$ cat src/rtl/chunked_add_sub_if.sv
// Operand/result bundle for chunked_add_sub: start/busy/done handshake, operands and flags.
// The requester uses the master modport and the adder uses the slave modport.
interface chunked_add_sub_if #(
  parameter int unsigned N = 8
);
  logic         start;
  logic [N-1:0] num1;
  logic [N-1:0] num2;
  logic         cin;
  logic         sub;
  logic         busy;
  logic         done;
  logic [N-1:0] sum;
  logic         cout;
  logic         zero;
  logic         neg;
  logic         ovf;

  modport master (
    output start, num1, num2, cin, sub,
    input  busy, done, sum, cout, zero, neg, ovf
  );

  modport slave (
    input  start, num1, num2, cin, sub,
    output busy, done, sum, cout, zero, neg, ovf
  );
endinterface

$ cat src/rtl/chunked_add_sub.sv
// Multi-cycle adder/subtractor, CHUNK bits per clock, LSB chunk first, registered result + flags.
// Define ADDER_SIGNED_FLAGS_EN to build the neg/ovf flag registers; otherwise both read 0.
module chunked_add_sub #(
  parameter int unsigned N     = 8,
  parameter int unsigned CHUNK = 4
) (
  input  logic              clk,
  input  logic              rst_n,
  chunked_add_sub_if.slave  bus
);

  localparam int unsigned C    = N / CHUNK;
  localparam int unsigned IdxW = (C > 1) ? $clog2(C) : 1;

  typedef enum logic {StIdle, StRun} state_e;

  state_e          state_q, state_d;
  logic [IdxW-1:0] idx_q, idx_d;
  logic [N-1:0]    a_q, a_d;
  logic [N-1:0]    b_q, b_d;
  logic [N-1:0]    part_q, part_d;
  logic [N-1:0]    sum_q, sum_d;
  logic            carry_q, carry_d;
  logic            cout_q, cout_d;
  logic            zero_q, zero_d;
  logic            done_q, done_d;

  logic [CHUNK:0]  chunk_res;
  logic [N-1:0]    res_full;
  logic            last;

  assign last = (state_q == StRun) && (idx_q == IdxW'(C - 1));

  // One CHUNK-bit add per cycle; res_full is the partial sum with this cycle's slice merged in.
  always_comb begin
    chunk_res = {1'b0, a_q[idx_q * CHUNK +: CHUNK]}
              + {1'b0, b_q[idx_q * CHUNK +: CHUNK]}
              + {{CHUNK{1'b0}}, carry_q};
    res_full  = part_q;
    res_full[idx_q * CHUNK +: CHUNK] = chunk_res[CHUNK-1:0];
  end

  always_comb begin
    state_d = state_q;
    idx_d   = idx_q;
    a_d     = a_q;
    b_d     = b_q;
    part_d  = part_q;
    carry_d = carry_q;
    sum_d   = sum_q;
    cout_d  = cout_q;
    zero_d  = zero_q;
    done_d  = 1'b0;

    unique case (state_q)
      StIdle: begin
        if (bus.start) begin
          state_d = StRun;
          idx_d   = '0;
          a_d     = bus.num1;
          // Subtraction is A + ~B + 1.
          b_d     = bus.sub ? ~bus.num2 : bus.num2;
          carry_d = bus.sub | bus.cin;
        end
      end
      StRun: begin
        part_d  = res_full;
        carry_d = chunk_res[CHUNK];
        idx_d   = idx_q + 1'b1;
        if (last) begin
          state_d = StIdle;
          idx_d   = '0;
          sum_d   = res_full;
          cout_d  = chunk_res[CHUNK];
          zero_d  = (res_full == '0);
          done_d  = 1'b1;
        end
      end
      default: state_d = StIdle;
    endcase
  end

  always_ff @(posedge clk or negedge rst_n) begin
    if (!rst_n) begin
      state_q <= StIdle;
      idx_q   <= '0;
      a_q     <= '0;
      b_q     <= '0;
      part_q  <= '0;
      carry_q <= 1'b0;
      sum_q   <= '0;
      cout_q  <= 1'b0;
      zero_q  <= 1'b0;
      done_q  <= 1'b0;
    end else begin
      state_q <= state_d;
      idx_q   <= idx_d;
      a_q     <= a_d;
      b_q     <= b_d;
      part_q  <= part_d;
      carry_q <= carry_d;
      sum_q   <= sum_d;
      cout_q  <= cout_d;
      zero_q  <= zero_d;
      done_q  <= done_d;
    end
  end

`ifdef ADDER_SIGNED_FLAGS_EN
  logic neg_q, neg_d;
  logic ovf_q, ovf_d;

  // b_q already holds the effective (inverted for sub) operand.
  always_comb begin
    neg_d = neg_q;
    ovf_d = ovf_q;
    if (last) begin
      neg_d = res_full[N-1];
      ovf_d = (a_q[N-1] == b_q[N-1]) & (res_full[N-1] != a_q[N-1]);
    end
  end

  always_ff @(posedge clk or negedge rst_n) begin
    if (!rst_n) begin
      neg_q <= 1'b0;
      ovf_q <= 1'b0;
    end else begin
      neg_q <= neg_d;
      ovf_q <= ovf_d;
    end
  end

  assign bus.neg = neg_q;
  assign bus.ovf = ovf_q;
`else
  assign bus.neg = 1'b0;
  assign bus.ovf = 1'b0;
`endif

  assign bus.busy = (state_q == StRun);
  assign bus.done = done_q;
  assign bus.sum  = sum_q;
  assign bus.cout = cout_q;
  assign bus.zero = zero_q;

endmodule

$ cat src/flat_wrapper.sv
// flat-port wrapper written by rule: the top's interface ports become plain ports
module chunked_add_sub_flat 
#(
  parameter int unsigned N     = 8,
  parameter int unsigned CHUNK = 4
)
  (clk, rst_n, bus_start, bus_num1, bus_num2, bus_cin, bus_sub, bus_busy, bus_done, bus_sum, bus_cout, bus_zero, bus_neg, bus_ovf);
  chunked_add_sub_if #(.N(N)) bus_i ();
  input  logic clk;
  input  logic rst_n;
  input wire logic [$bits(bus_i.start)-1:0] bus_start;
  input wire logic [$bits(bus_i.num1)-1:0] bus_num1;
  input wire logic [$bits(bus_i.num2)-1:0] bus_num2;
  input wire logic [$bits(bus_i.cin)-1:0] bus_cin;
  input wire logic [$bits(bus_i.sub)-1:0] bus_sub;
  output wire logic [$bits(bus_i.busy)-1:0] bus_busy;
  output wire logic [$bits(bus_i.done)-1:0] bus_done;
  output wire logic [$bits(bus_i.sum)-1:0] bus_sum;
  output wire logic [$bits(bus_i.cout)-1:0] bus_cout;
  output wire logic [$bits(bus_i.zero)-1:0] bus_zero;
  output wire logic [$bits(bus_i.neg)-1:0] bus_neg;
  output wire logic [$bits(bus_i.ovf)-1:0] bus_ovf;
  assign bus_i.start = bus_start;
  assign bus_i.num1 = bus_num1;
  assign bus_i.num2 = bus_num2;
  assign bus_i.cin = bus_cin;
  assign bus_i.sub = bus_sub;
  assign bus_busy = bus_i.busy;
  assign bus_done = bus_i.done;
  assign bus_sum = bus_i.sum;
  assign bus_cout = bus_i.cout;
  assign bus_zero = bus_i.zero;
  assign bus_neg = bus_i.neg;
  assign bus_ovf = bus_i.ovf;
  chunked_add_sub #(.N(N), .CHUNK(CHUNK)) u_core (.clk(clk), .rst_n(rst_n), .bus(bus_i));
endmodule
$ cat config.mk
export PLATFORM = sky130hd
export DESIGN_NAME = chunked_add_sub_flat
export DESIGN_NICKNAME = d
export VERILOG_FILES = /design/src/rtl/chunked_add_sub_if.sv /design/src/rtl/chunked_add_sub.sv /design/src/flat_wrapper.sv
export SDC_FILE = /design/constraint.sdc
export NUM_CORES = 1
export LEC_CHECK = 0
export BUFFER_PORTS_ARGS = -buffer_cell sky130_fd_sc_hd__buf_2
export CORE_MARGIN = 5
export CORE_UTILIZATION = 25
export DETAILED_ROUTE_END_ITERATION = 7
export GPL_TIMING_DRIVEN = 0
export PLACE_DENSITY_LB_ADDON = 0.2
export SYNTH_ARGS = -nofsm -noshare
export SYNTH_HDL_FRONTEND = slang
export SYNTH_SLANG_ARGS = --single-unit
$ cat constraint.sdc
create_clock -name clk -period 2.7 [get_ports clk]
set_input_delay 0.54 -clock clk [delete_from_list [all_inputs] [get_ports clk]]
set_output_delay 0.54 -clock clk [all_outputs]
set_load 0.02 [all_outputs]
==> run metrics, run 1 <==
status completed; total track usage 8.815%; Final min period 2319 ps; dominant cells by area after synthesis dfrtp_1, mux2_2, o21ai_0; final cell count without fillers 257; Setup CP Type reg -> reg; Clock Path Buffers 2; Cell Rows 29; DIE AREA 0.008085 sq mm; fill cell count 665; Die X 89.92 um; Synth Warn # 0; gr ovfl total 0; GR Layer Usage met3 3.255%; DRC violations left 0; Unique masters post-synth 26; Max-Cap Viols 0; hold buffer count at CTS 0; Final ANT Viol Nets 0; CTS Buf Count 5; GR Util met2 about an eighth; FMAX 431.2 MHz; Seq/Total Area, Yosys between 50% and 60%; static leakage 0.9437 nW; Yosys top cell by area dfrtp_1; Syn Area/Cell approximately 11 sq um; Final Setup Violations 0; CTS resizes 0; worst-margin pin slew roughly 760 ps; GRT met1 Usage 12.19%; post-synthesis to final-layout area growth 21.71%; Worst-path clk slew around 70 ps; io pins 35; via count 1072; diode count 0; slew margin rel. 49.33%; routability cong. 0.7276; startpoint types flop; Total Wirelength between 3 and 4 mm; Final Max Tran Viols 0; layout cells sized above 1 a little over a third; nets@finish 205; largest net degree at the start of global routing 35; H-tree Lvls 2; global route hottest layer met2; postcts setup bufs 0; setup TNS 0 ps; CTS tree yes; Max VDD drop 0.5390 mV; first-pass GRT wire length 5.692 mm; Yosys top cell area share 53.29%; top fanout value on the critical path 10; CP Capture Type flop; worst hold path class in -> async; hold_ws 326.7 ps; flops & latches, synth 34; pwr dens 1315 mW/mm^2; vias per std cell approximately 4.2; clk_lat worst skew 280 ps; initial antenna violation count 0; Placed Cells approximately 250; CTS root buffer clkbuf_8; Iter 0 DRT Violations 43; CP Data Arrival Time 2540 ps; drt pass-1 iters 4; Sink Count 34; Initial Util 25.43%; Synth Instances 140; final critical-path share of the clock period 85.90%; RSZ-0062 raised after global routing no; vias in the first global route between 1000 and 1500; Wirelength per Cell 12.69 um; core area ~0.0063 sq mm; total power approximately 0.0026 W; synthesized area 0.001597 sq mm; die height ~90 um; Fin. Hold Viols 0; WP data required 2920 ps; IO Port Bufs 31; Setup Skew between 4 and 5 ps; HPWL after detailed placement between 2 and 2.5 mm
[report_power, final]
group / leakage, nW / total (W) / switching, W / internal [W]
logic: 0.479 / 0.00127 / 0.000702 / 0.000571
clock network: 0.0482 / 0.000387 / 0.000181 / 0.000206
registers: 0.417 / 0.000896 / 0.000134 / 0.000763
total: 0.944 / 0.00256 / 0.00102 / 0.00154
[cells by family (layout without fill, tap and decap cells)]
kind of cell / after synthesis / in the layout / synth area share [%]
DFF: 34 / 34 / 53.29
and+or+nand+nor: 32 / 32 / 8.464
AOI/OAI and AO/OA: 24 / 24 / 8.073
muxes: 20 / 20 / 14.50
buffers and inverters: 14 / 53 / 5.093
xor gates and xnor gates: 10 / 10 / 5.486
adders and majority gates: 5 / 5 / 4.859
other: 1 / 2 / 0.2349
[worst max-delay path, stage by stage, from the launching register on]
cell and delay (ps):
dfrtp_1 340, buf_2 270, mux2i_1 160, fa_1 440, fa_1 410, xor2_1 250, nor3b_1 240, a22o_1 150
[worst paths after layout]
kind	slack, ps	to	depth (start not counted)	from
max	380	u_core.bus.zero$_DFFE_PN0P_	7	u_core.idx_q$_DFFE_PN0P_
min	330	u_core.bus.sum[7]$_DFFE_PN0P_	1	rst_n
max reg2reg	380	u_core.bus.zero$_DFFE_PN0P_	7	u_core.idx_q$_DFFE_PN0P_
min reg2reg	480	u_core.b_q[2]$_DFFE_PN0P_	2	u_core.b_q[2]$_DFFE_PN0P_
max in group asynchronous	1880	u_core.b_q[4]$_DFFE_PN0P_	1	rst_n
min in group clk	480	u_core.b_q[2]$_DFFE_PN0P_	2	u_core.b_q[2]$_DFFE_PN0P_
[flip-flops by register name, indices dropped and copies added (netlist names)]
signal           count
u_core.bus.busy      1
u_core.part_q        4
u_core.a_q           8
u_core.bus.sum       8
u_core.bus.zero      1
u_core.bus.cout      1
u_core.carry_q       1
u_core.bus.done      1
u_core.idx_q         1
u_core.b_q           8
[synth_stat cells]
master and n:
xnor2_1 9, conb_1 1, a21o_1 1, buf_4 2, a22o_1 1, nor2_1 3
nand3_1 1, nor2b_1 1, nand2b_1 2, mux2_2 13, o21a_1 1, nor3b_1 1
xor2_1 1, clkbuf_1 1, mux2_4 3, buf_6 2, ha_1 3, a21oi_1 1
nor4_1 1, dfrtp_1 34, buf_2 5, mux2i_1 4, inv_1 4, nand2_1 23
fa_1 2, o21ai_0 20
[area by class of cell]
class	count	area [sq um]	share of cell area, %
buffer	10	66.31	3.413
clock buffer	7	86.33	4.443
clock inverter	1	5.005	0.2576
inverter	4	15.01	0.7727
multi-input combinational	93	668.1	34.39
sequential	34	850.8	43.79
tap	77	96.34	4.958
timing repair buffer	31	155.1	7.985
[stage by stage]
step / util, % / worst slack [ps] / cell area [sq um]
after CTS: 30.95 / 333.5 / 1943
after global routing: 30.95 / 161.4 / 1943
after detailed placement: 29.50 / 359.1 / 1852
after global placement: 29.50 / 356.7 / 1852
final: 30.95 / 380.8 / 1943
after floorplan: - / 601.8 / 1600
[cells in the final DEF (no fill, tap or decap), drive strengths merged, types with 2 or more instances in the layout]
cell type / count
dfrtp: 34
o21ai: 20
mux2i: 4
mux2: 16
xnor2: 9
nand2b: 2
clkbuf: 8
conb: 2
buf: 40
inv: 4
nor2: 3
nand2: 23
ha: 3
fa: 2
[routing by layer]
layer	routed length, um	vias up
met2	1452	30
met5	0	-
met3	225	5
li1	-	537
met4	29	0
met1	1556	500
Note: power is estimated with default switching activity, not from simulation.
==> inputs of run 2 (changes only) <==
- PLACE_DENSITY: unset -> 0.52
- PLACE_DENSITY_LB_ADDON: 0.2 -> unset
==> run metrics, run 2 (synthesis results as in run 1) <==
Wirelength per Cell 12.27 um (-3.3%); via count 1066 (-0.56%); Final Setup Violations 0 (unchanged); IO Port Bufs 31 (unchanged); final critical-path share of the clock period 85.99% (+0.091 points); Setup CP Type reg -> reg; WP data required 2920 ps (about the same); hold buffer count at CTS 0 (unchanged); CTS tree yes; vias in the first global route 1172 (+4.0%); final setup margin 378.3 ps (-2.461 ps); Placed Cells 249 (unchanged); nets@finish 205 (unchanged); Final ANT Viol Nets 0 (unchanged); postcts setup bufs 0 (unchanged); worst hold path class in -> async; most frequent cells in the layout buf_2, dfrtp_1, nand2_1, o21ai_0, mux2_2; Fin. Hold Viols 0 (unchanged); slew margin rel. 49.89% (+0.56 points); Initial Util 25.43% (unchanged); static leakage 0.9386 nW (-0.54%); total track usage 8.715% (-0.10 points); Setup Skew 3.241 ps (-1.084 ps); io pins 35 (unchanged); CP Capture Type flop; Cell Rows 29 (unchanged); RSZ-0062 raised after global routing no; Sink Count 34 (unchanged); routability cong. 0.7360 (+1.2%); Final min period 2322 ps (+2.461 ps); diode count 0 (unchanged); Total Wirelength 3.130 mm (-4.0%); H-tree Lvls 2 (unchanged); layout cells sized above 1 34.83% (-0.17 points); largest net degree at the start of global routing 35 (unchanged); Die X 89.92 um (unchanged); setup TNS 0 ps (unchanged); Max VDD drop 0.4421 mV (-18%); startpoint types flop; initial antenna violation count 0 (unchanged); CTS resizes 0 (unchanged); post-synthesis to final-layout area growth 21.16%; Final Max Tran Viols 0 (unchanged); commonest non-fill, non-tap cell in the layout buf_2; CTS root buffer clkbuf_8; die height 89.92 um (unchanged); gr ovfl total 0 (unchanged); vias per std cell 4.180 (+0.22%); CP Data Arrival Time 2540 ps (about the same); pre-CTS WS 342.4 ps (-16.71 ps); core area 0.006277 sq mm (unchanged); fill cell count 671 (+0.90%); Max-Cap Viols 0 (unchanged); CTS Buf Count 5 (unchanged); top fanout value on the critical path 10 (unchanged); Worst-path clk slew 60 ps (about the same); drt pass-1 iters 2 (-2); FMAX 430.7 MHz (-0.11%); Iter 0 DRT Violations 65 (+51%); clk_lat worst skew 280 ps (about the same); first-pass GRT wire length 5.533 mm (-2.8%); status completed; DIE AREA 0.008085 sq mm (unchanged); final cell count without fillers 255 (-0.78%); worst-margin pin slew 751.6 ps (-8.406 ps); pwr dens 1303 mW/mm^2 (-0.95%); DRC violations left 0 (unchanged); Clock Path Buffers 2 (unchanged)
==> run 2: critical path: stages, from the launching register on <==
cell     delay [ps]
dfrtp_1         340
buf_2           270
mux2i_1         160
fa_1            440
fa_1            410
xor2_1          250
nor3b_1         240
a22o_1          160
==> run 2: metrics by stage <==
step	area [sq um]	util [%]	power (W)	hold WS, ps
after floorplan	1600	-	0.001827	244.4
after global placement	1852	29.50	0.002178	457.1
after detailed placement	1852	29.50	0.002197	465.2
after CTS	1934	30.82	0.002575	347.6
after global routing	1934	30.82	0.002778	389.2
final	1934	30.82	0.002520	321.9
==> run 2: final timing paths <==
| path | start | to | slack, ps | depth (start not counted) |
|---|---|---|---|---|
| setup / recovery | u_core.idx_q$_DFFE_PN0P_ | u_core.bus.zero$_DFFE_PN0P_ | 380 | 7 |
| hold / removal | rst_n | u_core.bus.sum[1]$_DFFE_PN0P_ | 320 | 1 |
| setup reg to reg | u_core.idx_q$_DFFE_PN0P_ | u_core.bus.zero$_DFFE_PN0P_ | 380 | 7 |
| hold reg to reg | u_core.bus.sum[4]$_DFFE_PN0P_ | u_core.bus.sum[4]$_DFFE_PN0P_ | 470 | 2 |
| max in group asynchronous | rst_n | u_core.a_q[6]$_DFFE_PN0P_ | 1900 | 1 |
| min in group clk | u_core.bus.sum[4]$_DFFE_PN0P_ | u_core.bus.sum[4]$_DFFE_PN0P_ | 470 | 2 |
==> run 2: where the power goes <==
group	switching (W)	internal, W	total, W
Sequential	0.000130	0.000763	0.000893
Combinational	0.000691	0.000571	0.00126
Clock	0.000169	0.000196	0.000365
==> run 2: final cells by class <==
cell class / instances / area [sq um] / area share, %
sequential: 34 / 850.8 / 43.98
tap: 77 / 96.34 / 4.981
clock buffer: 6 / 82.58 / 4.269
timing repair buffer: 31 / 155.1 / 8.021
inverter: 4 / 15.01 / 0.7762
multi-input combinational: 93 / 668.1 / 34.54
buffer: 10 / 66.31 / 3.428
==> run 2: per-layer routing <==
metal | vias to the layer above | part of all wire (%) | track usage, %
li1 | 536 | - | -
met4 | 0 | 2.4 | 4.467
met1 | 495 | 45 | 10.72
met3 | 8 | 5.8 | 3.339
met5 | - | 0 | 0
met2 | 27 | 46 | 13.23
==> inputs of run 3 (changes only) <==
- CORE_UTILIZATION: 25 -> 36
- PLACE_DENSITY: 0.52 -> 0.66
==> run metrics, run 3 (synthesis results as in run 1) <==
Critical-path top delay cell fa_1; GR Layer Usage met3 4.019% (+0.68 points); layout cells sized above 1 35.56% (+0.72 points); IO Port Bufs 31 (unchanged); FMAX 436.5 MHz (+1.3%); Initial Util 36.92% (+11 points); core area 0.004324 sq mm (-31%); Die X 76.60 um (-15%); hold_ws 321.6 ps (-0.3450 ps); total track usage 10.96% (+2.2 points); slew margin rel. 50.27% (+0.38 points); DIE AREA 0.005867 sq mm (-27%); HPWL after detailed placement 2.363 mm; Clock Path Buffers 2 (unchanged); setup TNS 0 ps (unchanged); clk_lat worst skew 280 ps (about the same); Final ANT Viol Nets 0 (unchanged); Buf/Inv on CP 1 (unchanged); Sequential Power Share 34.5% (-0.9 points); Max-Cap Viols 0 (unchanged); final cell count without fillers 232 (-9.0%); static leakage 0.9530 nW (+1.5%); vias in the first global route 1140 (-2.7%); Setup Skew 2.950 ps (-0.2907 ps); commonest non-fill, non-tap cell in the layout buf_2; Cell Rows 24 (-17%); nets@finish 205 (unchanged); fill cell count 438 (-35%); CTS tree yes; CTS resizes 0 (unchanged); DRC violations left 0 (unchanged); CP Capture Type flop; Final min period 2291 ps (-30.71 ps); global route hottest layer met2; startpoint types flop; most frequent cells in the layout buf_2, dfrtp_1, nand2_1, o21ai_0, mux2_2; Max VDD drop 0.5591 mV (+26%); postcts setup bufs 0 (unchanged); drt pass-1 iters 4 (+2); vias per std cell 4.599 (+10%); CP Data Arrival Time 2510 ps (-30 ps); Switching Share 38.75% (-0.54 points); die height 76.60 um (-15%); gr ovfl total 0 (unchanged); initial antenna violation count 0 (unchanged); Wirelength per Cell 13.05 um (+6.3%); Total Wirelength 3.028 mm (-3.3%); GRT met1 Usage 13.67% (+3.0 points); CP most frequent cell fa_1; Fin. Hold Viols 0 (unchanged); pwr dens 1347 mW/mm^2 (+3.4%); Placed Cells 224 (-10%); Sw Pwr 0.001008 W (+1.7%); CTS root buffer clkbuf_8; diode count 0 (unchanged); routability cong. 0.7493 (+1.8%); H-tree Lvls 2 (unchanged); Top delay family on crit path adder cells; worst-margin pin slew 745.9 ps (-5.710 ps); internal power 0.001592 W (+4.1%); Comb pwr share 48.9% (-1.2 points); hold buffer count at CTS 0 (unchanged); top fanout value on the critical path 10 (unchanged); Sink Count 34 (unchanged); final critical-path share of the clock period 84.85% (-1.1 points); WP data required 2920 ps (about the same); crit path cell chain buf_2 > mux2i_1 > fa_1 > fa_1 > xor2_1 > nor3b_1 > a22o_1; largest net degree at the start of global routing 35 (unchanged); Iter 0 DRT Violations 24 (-63%); GR Util met2 17.47% (+4.2 points); status completed; first-pass GRT wire length 5.244 mm (-5.2%); post-synthesis to final-layout area growth 20.92%; CTS Buf Count 5 (unchanged); Final Setup Violations 0 (unchanged); Worst-path clk slew 60 ps (about the same); RSZ-0062 raised after global routing no; worst hold path class in -> async; Final Max Tran Viols 0 (unchanged); io pins 35 (unchanged); via count 1067 (+0.094%); Largest stage delay, worst path 440 ps (about the same); r2r setup slk 410 ps (+30 ps); clock network power share 16.6% (+2.1 points); Setup CP Type reg -> reg
run 3: cell types whose count changed in the layout (fill, tap and decap cells not counted):
cell / previous run / this run
clkbuf_8: 6 / 8
run 3: metal layers:
layer	vias up	share of wire, %
met3	5	7.1
met5	-	0
met2	29	47
li1	536	-
met1	497	45
met4	0	0.92
run 3: final timing paths:
path | start | to | cells past startpoint
worst min register to register | u_core.b_q[5]$_DFFE_PN0P_ | u_core.b_q[5]$_DFFE_PN0P_ | 2
worst max-delay path | u_core.idx_q$_DFFE_PN0P_ | u_core.bus.zero$_DFFE_PN0P_ | 7
min in group clk | u_core.b_q[5]$_DFFE_PN0P_ | u_core.b_q[5]$_DFFE_PN0P_ | 2
max in group asynchronous | rst_n | u_core.b_q[2]$_DFFE_PN0P_ | 1
worst max register to register | u_core.idx_q$_DFFE_PN0P_ | u_core.bus.zero$_DFFE_PN0P_ | 7
worst min-delay path | rst_n | u_core.bus.sum[0]$_DFFE_PN0P_ | 1
run 3: area by class of cell:
| class | instances | area, sq um | area share, % |
|---|---|---|---|
| flip-flops and latches | 34 | 850.8 | 44.07 |
| repair buffers | 31 | 155.1 | 8.036 |
| well taps | 52 | 65.06 | 3.370 |
| inverters | 4 | 15.01 | 0.7777 |
| multi-input cells | 93 | 668.1 | 34.61 |
| clock buffers | 8 | 110.1 | 5.703 |
| plain buffers | 10 | 66.31 | 3.435 |
run 3: through the flow:
| stage | util, % | worst slack [ps] | area, sq um | power [W] |
|---|---|---|---|---|
| 6_report | 44.65 | 409.0 | 1931 | 0.002600 |
| 5_1_grt | 44.65 | 271.3 | 1931 | 0.002820 |
| 4_1_cts | 44.65 | 374.1 | 1931 | 0.002645 |
| 3_5_place_dp | 42.10 | 381.1 | 1821 | 0.002206 |
| 3_3_place_gp | 42.10 | 405.2 | 1821 | 0.002158 |
| 2_1_floorplan | - | 601.8 | 1600 | 0.001827 |
run 3: worst reg2reg max path: cells and delay by family, from the launching register on:
kind                     cells  cell delay (ps)
adder cells (fa/ha/maj)      2              850
flip-flops                   1              370
AO/OA/AOI/OAI                1              140
multiplexers                 1              180
buffers and inverters        1              200
AND/OR/NAND/NOR              1              220
XOR/XNOR                     1              270
run 3: power by group through the flow:
stage / Combinational [W] / Sequential [W] / Clock [W]
2_1_floorplan: 0.000851 / 0.000976 / 0
3_3_place_gp: 0.00126 / 0.000898 / 0
3_5_place_dp: 0.00129 / 0.000914 / 0
4_1_cts: 0.00130 / 0.000904 / 0.000446
5_1_grt: 0.00142 / 0.000928 / 0.000468
6_report: 0.00127 / 0.000898 / 0.000432
